==> src/rtl/fp_widen_seq.sv <==
// fp_widen_seq: sequential IEEE-754 widening converter (default binary16 -> binary32).
// Every narrow code maps to the wide value that is exactly equal to it. Zero, infinity
// and NaN keep their class, and NaNs are quietened. Subnormal inputs are normalised
// one bit per cycle in the NORM state. All other inputs convert in a single cycle.
//
// Ports:
//   CLK        clock, rising edge
//   RST        synchronous active-high reset
//   IN_VALID   IN_DATA holds a value to convert
//   IN_READY   converter takes IN_DATA this cycle (combinational)
//   IN_DATA    {sign, exp[INX-1:0], mant[INM-1:0]}
//   OUT_VALID  OUT_DATA/OUT_CLASS valid
//   OUT_READY  consumer accepts the output this cycle
//   OUT_DATA   {sign, exp[ONX-1:0], mant[ONM-1:0]}
//   OUT_CLASS  0 zero, 1 finite nonzero, 2 infinity, 3 NaN
module fp_widen_seq #(
  parameter int INX = 5,
  parameter int INM = 10,
  parameter int ONX = 8,
  parameter int ONM = 23
) (
  input  logic                 CLK,
  input  logic                 RST,
  input  logic                 IN_VALID,
  output logic                 IN_READY,
  input  logic [INX+INM:0]     IN_DATA,
  output logic                 OUT_VALID,
  input  logic                 OUT_READY,
  output logic [ONX+ONM:0]     OUT_DATA,
  output logic [1:0]           OUT_CLASS
);

  localparam int ON    = ONX + ONM + 1;
  localparam int IXOFF = 2 ** (INX - 1) - 1;
  localparam int OXOFF = 2 ** (ONX - 1) - 1;
  localparam int MSH   = ONM - INM;
  localparam logic [ONX-1:0] EBIAS = ONX'(OXOFF - IXOFF);
  // Starting one above the subnormal exponent lets every NORM step decrement
  // first and write e-1 on the step that finds the leading one.
  localparam logic [ONX-1:0] ESUB  = ONX'(OXOFF - IXOFF + 1);
  localparam logic [ONX-1:0] EONE  = ONX'(1);

  typedef enum logic {IDLE, NORM} state_t;
  typedef enum logic [1:0] {CL_ZERO, CL_FIN, CL_INF, CL_NAN} class_t;

  state_t         state_q, state_d;
  logic           sign_q, sign_d;
  logic [INM-1:0] sm_q, sm_d;
  logic [ONX-1:0] e_q, e_d;
  logic           out_valid_q;
  logic [ON-1:0]  out_data_q;
  class_t         out_class_q;

  logic           out_free;
  logic           ld;
  logic [ON-1:0]  ld_data;
  class_t         ld_class;

  logic           in_s;
  logic [INX-1:0] in_x;
  logic [INM-1:0] in_m;
  logic [ONM-1:0] in_mw;
  logic [INM-1:0] sm_sh;
  logic [ONM-1:0] sm_mw;

  assign in_s  = IN_DATA[INX+INM];
  assign in_x  = IN_DATA[INX+INM-1:INM];
  assign in_m  = IN_DATA[INM-1:0];
  assign in_mw = ONM'(in_m) << MSH;
  assign sm_sh = sm_q << 1;
  assign sm_mw = ONM'(sm_sh) << MSH;

  // The output register can take a new value when empty or drained this cycle.
  assign out_free = !out_valid_q || OUT_READY;
  assign IN_READY = !RST && (state_q == IDLE) && out_free;

  always_comb begin
    state_d  = state_q;
    sign_d   = sign_q;
    sm_d     = sm_q;
    e_d      = e_q;
    ld       = 1'b0;
    ld_data  = '0;
    ld_class = CL_ZERO;
    case (state_q)
      IDLE: begin
        if (IN_VALID && IN_READY) begin
          ld_data[ON-1] = in_s;
          if (in_x == '0) begin
            if (in_m == '0) begin
              ld       = 1'b1;
              ld_class = CL_ZERO;
            end else begin
              state_d = NORM;
              sign_d  = in_s;
              sm_d    = in_m;
              e_d     = ESUB;
            end
          end else if (in_x == '1) begin
            ld                   = 1'b1;
            ld_data[ON-2 -: ONX] = '1;
            if (in_m == '0) begin
              ld_class = CL_INF;
            end else begin
              ld_data[ONM-1:0] = in_mw;
              ld_data[ONM-1]   = 1'b1;
              ld_class         = CL_NAN;
            end
          end else begin
            ld                   = 1'b1;
            ld_data[ON-2 -: ONX] = ONX'(in_x) + EBIAS;
            ld_data[ONM-1:0]     = in_mw;
            ld_class             = CL_FIN;
          end
        end
      end
      NORM: begin
        // Shifting steps never touch the output register, so only the final
        // step (leading one found) has to wait for it to be free.
        if (!sm_q[INM-1] || out_free) begin
          sm_d = sm_sh;
          e_d  = e_q - EONE;
        end
        if (sm_q[INM-1] && out_free) begin
          ld                   = 1'b1;
          ld_data[ON-1]        = sign_q;
          ld_data[ON-2 -: ONX] = e_q - EONE;
          ld_data[ONM-1:0]     = sm_mw;
          ld_class             = CL_FIN;
          state_d              = IDLE;
        end
      end
      default: state_d = IDLE;
    endcase
  end

  always_ff @(posedge CLK) begin
    if (RST) begin
      state_q     <= IDLE;
      sign_q      <= 1'b0;
      sm_q        <= '0;
      e_q         <= '0;
      out_valid_q <= 1'b0;
      out_data_q  <= '0;
      out_class_q <= CL_ZERO;
    end else begin
      state_q <= state_d;
      sign_q  <= sign_d;
      sm_q    <= sm_d;
      e_q     <= e_d;
      if (ld) begin
        out_valid_q <= 1'b1;
        out_data_q  <= ld_data;
        out_class_q <= ld_class;
      end else if (out_valid_q && OUT_READY) begin
        out_valid_q <= 1'b0;
      end
    end
  end

  assign OUT_VALID = out_valid_q;
  assign OUT_DATA  = out_data_q;
  assign OUT_CLASS = out_class_q;

endmodule
==> config.mk <==
export PLATFORM = sky130hd
export DESIGN_NAME = fp_widen_seq
export DESIGN_NICKNAME = d
export VERILOG_FILES = /design/src/rtl/fp_widen_seq.sv
export SDC_FILE = /design/constraint.sdc
export NUM_CORES = 1
export LEC_CHECK = 0
export ABC_CLOCK_PERIOD_IN_PS = 1900
export CAP_MARGIN = 20
export CORE_MARGIN = 2
export CORE_UTILIZATION = 35
export CTS_CLUSTER_DIAMETER = 60
export DETAILED_ROUTE_END_ITERATION = 16
export GPL_TIMING_DRIVEN = 0
export PLACE_DENSITY = 0.61
export SETUP_SLACK_MARGIN = 0.5
export SYNTH_ARGS = -nofsm -noshare
export SYNTH_HDL_FRONTEND = slang
export SYNTH_SLANG_ARGS = --single-unit
==> constraint.sdc <==
create_clock -name CLK -period 1.9 [get_ports CLK]
set_clock_uncertainty 0.05 [all_clocks]
set_input_delay 0.38 -clock CLK [delete_from_list [all_inputs] [get_ports CLK]]
set_output_delay 0.38 -clock CLK [all_outputs]
set_load 0.02 [all_outputs]
==> out/metrics.csv <==
stage,metric,value,unit
worst_setup_path,Most Frequent Cell on Critical Path,buf_6,
timing,top achievable clock speed,525,MHz
clock_network,Num CTS Buffers,5,
worst_setup_path,CP max stage delay,0.53,ns
timing,Final Hold Viols,0,
timing,final worst slack,-0.00325,ns
placement,HPWL Detailed,4.23,mm
worst_setup_path,Setup CP Type,input port to flip-flop,
yosys,Synth Area per Inst,8.90,um2
worst_setup_path,kind of end point of the critical path,flip-flop,
route,routed wire length,6.41,mm
cells_and_area,multi-input logic area,1520,um2
placement,placed inst area,2740,um2
cells_and_area,share of post-route cells with drive strength above 1,0.517,
placement,number of port buffers,41,
cells_and_area,n_diodes,0,
route,WL met3,317,um
clock_network,TritonCTS clock tree,built,
placement,GPL Wtd Cong,0.803,
route,drt initial violations,123,
die,Die Wd,81.8,um
timing,Final Max Slew Viols,0,
timing,crit path time final,1.90,ns
yosys,Mapped Cells,238,
yosys,post-synthesis cell type count,45,
global_route,initial antenna violation count,0,
global_route,vias in the first global route,1853,
clock_network,Root Driver,clkbuf_8,
hold_path,worst hold path class,input port to flip-flop,
power,Flop pwr share,0.463,
cells_and_area,Final Cell Area,3300,um2
timing,Setup Viol. Count Final,1,
route,max layer used,met4,
power,Internal Power,1.47,mW
worst_setup_path,CP max stage cell,or4_4,
route,Vias,2043,
power,Leakage,1.27,nW
global_route,first-pass GRT wire length,9.98,mm
power,switching part of the total,0.274,
cells_and_area,Layout Utilization,0.561,
global_route,largest net degree at the start of global routing,14,
die,row count,28,
timing,TNS Setup,-0.00325,ns
timing,worst slew pin tran,0.775,ns
cells_and_area,register area,843,um2
power,total power,2.02,mW
worst_setup_path,crit-path max FO,6,
route,number of routed nets with antenna violations,0,
yosys,synth warn,0,
power,Clk pwr share,0.347,
job,Max Cap Viol,0,
worst_setup_path,Worst EP arrival,2.08,ns
cells_and_area,Filler cells,535,
power,NetSw,0.554,mW
clock_network,H-tree depth,2,
route,First-pass DRT Iterations,4,
route,DRC viols,0,
worst_setup_path,Startpoint Class,input port,
die,Die Y,81.8,um
worst_setup_path,crit-path cells,buf_6 > or4_4 > nor4_4 > buf_6 > o31ai_4 > buf_6 > buf_12 > buf_16 > a211oi_2,
global_route,GRT Util Overall,0.201,
yosys,Post-Synthesis Cell Area,2120,um2
route,detail-routed via count per cell,5.19,
power,Power Density,612,nW/um2
placement,Place WS,-0.860,ns
clock_network,Worst-path clk slew,0.09,ns
cells_and_area,Layout Nets,339,
power,Comb power frac,0.190,
die,core area,5890,um2
clock_network,CTS sink cnt,42,
route,met1 WL,2.96,mm
cells_and_area,Layout area overhead,56.0,%
timing,fin crit share,1.00,
timing,RSZ-0062 raised after global routing,yes,
yosys,Post-synth top flop,dfxtp_1,
worst_setup_path,Crit path required time,2.08,ns
route,WL/cell,16.3,um
timing,slew margin rel.,0.483,
die,Initial Utilization,0.360,
die,Ports,56,
global_route,gr ovfl total,0,
die,die footprint,6690,um2
yosys,Seq cells post-synth,42,
run_status,status,finished with violations,
route,met2 routed WL,3.07,mm
yosys,register area share after synthesis,0.397,
yosys,Post-synth ARST share,0,
clock_network,clk_lat worst skew,0.30,ns
clock_network,worst-case clock buffer depth,2,
run_status,failing checks,negative setup slack,
power,maximum VDD drop,0.000326,V
yosys,number of synthesized flops with an enable pin,0,
## stage by stage
| stage | instances | hold WS [ns] |
|---|---|---|
| 5_1_grt | 394 | 0.353 |
| 3_3_place_gp | 366 | 0.406 |
| 4_1_cts | 392 | 0.360 |
| 3_5_place_dp | 366 | 0.409 |
| 2_1_floorplan | 250 | 0.402 |
| 6_report | 394 | 0.359 |
## repair_timing
item	in CTS	in global routing
buffers inserted	14	2
cloned	4	0
pin swaps	47	13
endpoints found under the setup margin	65	64
gates resized for setup	170	50
hold buffers	0	0
## kinds of logic (layout without fill, tap and decap cells)
group | Yosys count | after routing | share of synthesized area
buf+inv | 35 | 104 | 0.0933
simple gates | 77 | 77 | 0.184
other cells | 1 | 13 | 0.00177
fa+ha+maj | 1 | 1 | 0.00591
compound gates | 66 | 66 | 0.246
xor+xnor | 6 | 6 | 0.0248
flops | 42 | 42 | 0.397
mux | 10 | 10 | 0.0473
## state kept, by name, indices dropped and copies added, names as in the netlist
| signal | cells |
|---|---|
| OUT_VALID | 1 |
| state_q | 1 |
| OUT_DATA | 19 |
| e_q | 8 |
| sign_q | 1 |
| OUT_CLASS | 2 |
| sm_q | 10 |
## routing by layer
layer / global-route usage / vias up
met1: 0.277 / 984
met2: 0.311 / 51
met4: 0.0633 / 0
li1: - / 1004
met3: 0.0484 / 4
met5: 0 / -
## final timing paths
path         cells after the start                        end                 startpoint  slack [ns]
max                              9       sm_q[2]$_SDFFE_PP0P_                 IN_DATA[7]      -0.003
min                              2  OUT_DATA[24]$_SDFFE_PP0P_                IN_DATA[11]        0.36
max reg2reg                      9       sm_q[9]$_SDFFE_PP0P_         state_q$_SDFF_PP0_        0.09
min reg2reg                      2  OUT_DATA[26]$_SDFFE_PP0P_  OUT_DATA[26]$_SDFFE_PP0P_        0.42
## layout make-up
cell class / count / area share
clock buffers: 5 / 0.0208
repair buffers: 61 / 0.156
inverters: 6 / 0.00682
multi-input cells: 173 / 0.461
well taps: 75 / 0.0284
flip-flops and latches: 42 / 0.255
plain buffers: 29 / 0.0602
clock inverters: 3 / 0.0121
## power by group through the flow
stage	registers, mW	clock network (mW)	logic [mW]
after floorplan	0.978	0	0.169
after global placement	0.950	0	0.333
after detailed placement	0.950	0	0.335
after CTS	0.934	0.707	0.376
after global routing	0.940	0.753	0.410
final	0.936	0.701	0.384
## cells in the final DEF (no fill, tap or decap), drive strengths merged, types with 3 or more instances in the layout
master	netlist	final
a31oi	4	4
nand2	9	9
buf	19	57
mux2i	10	10
a211oi	14	14
inv	6	6
conb	1	13
a22oi	10	10
or3	3	3
a21oi	18	18
xnor2	3	3
clkdlybuf4s15	0	3
xor2	3	3
clkbuf	10	28
dfxtp	42	42
nor2	29	29
o21ai	3	3
dlygate4sd2	0	4
nand3	17	17
a32oi	4	4
nor3	5	5
## synth_stat cells (2+ instances only)
master	count	share of area
buf_2	2	0.0047
nand3_1	17	0.040
nand2_1	9	0.016
a221oi_1	2	0.0083
and2_1	2	0.0059
nand2b_1	2	0.0059
mux2i_1	10	0.047
or4_1	2	0.0071
a211oi_2	9	0.053
o221a_2	2	0.011
o21ai_0	2	0.0047
a32oi_1	4	0.017
a21oi_1	18	0.043
a2bb2oi_1	2	0.0083
buf_1	2	0.0035
nand3b_1	2	0.0071
dfxtp_1	42	0.40
or3_1	2	0.0059
clkbuf_1	10	0.018
buf_4	13	0.046
xor2_1	3	0.012
a31oi_1	4	0.012
nor3_1	5	0.012
and3_1	2	0.0059
nor2_1	29	0.051
inv_1	6	0.011
a22oi_1	10	0.035
xnor2_1	3	0.012
buf_6	2	0.011
a211oi_1	5	0.018
## critical path: cells and delay by family
| family | cells | cell delay, ns |
|---|---|---|
| AOI/OAI and AO/OA | 2 | 0.26 |
| buffers and inverters | 5 | 0.67 |
| and+or+nand+nor | 2 | 0.76 |
Note: power is estimated with default switching activity, not from simulation.
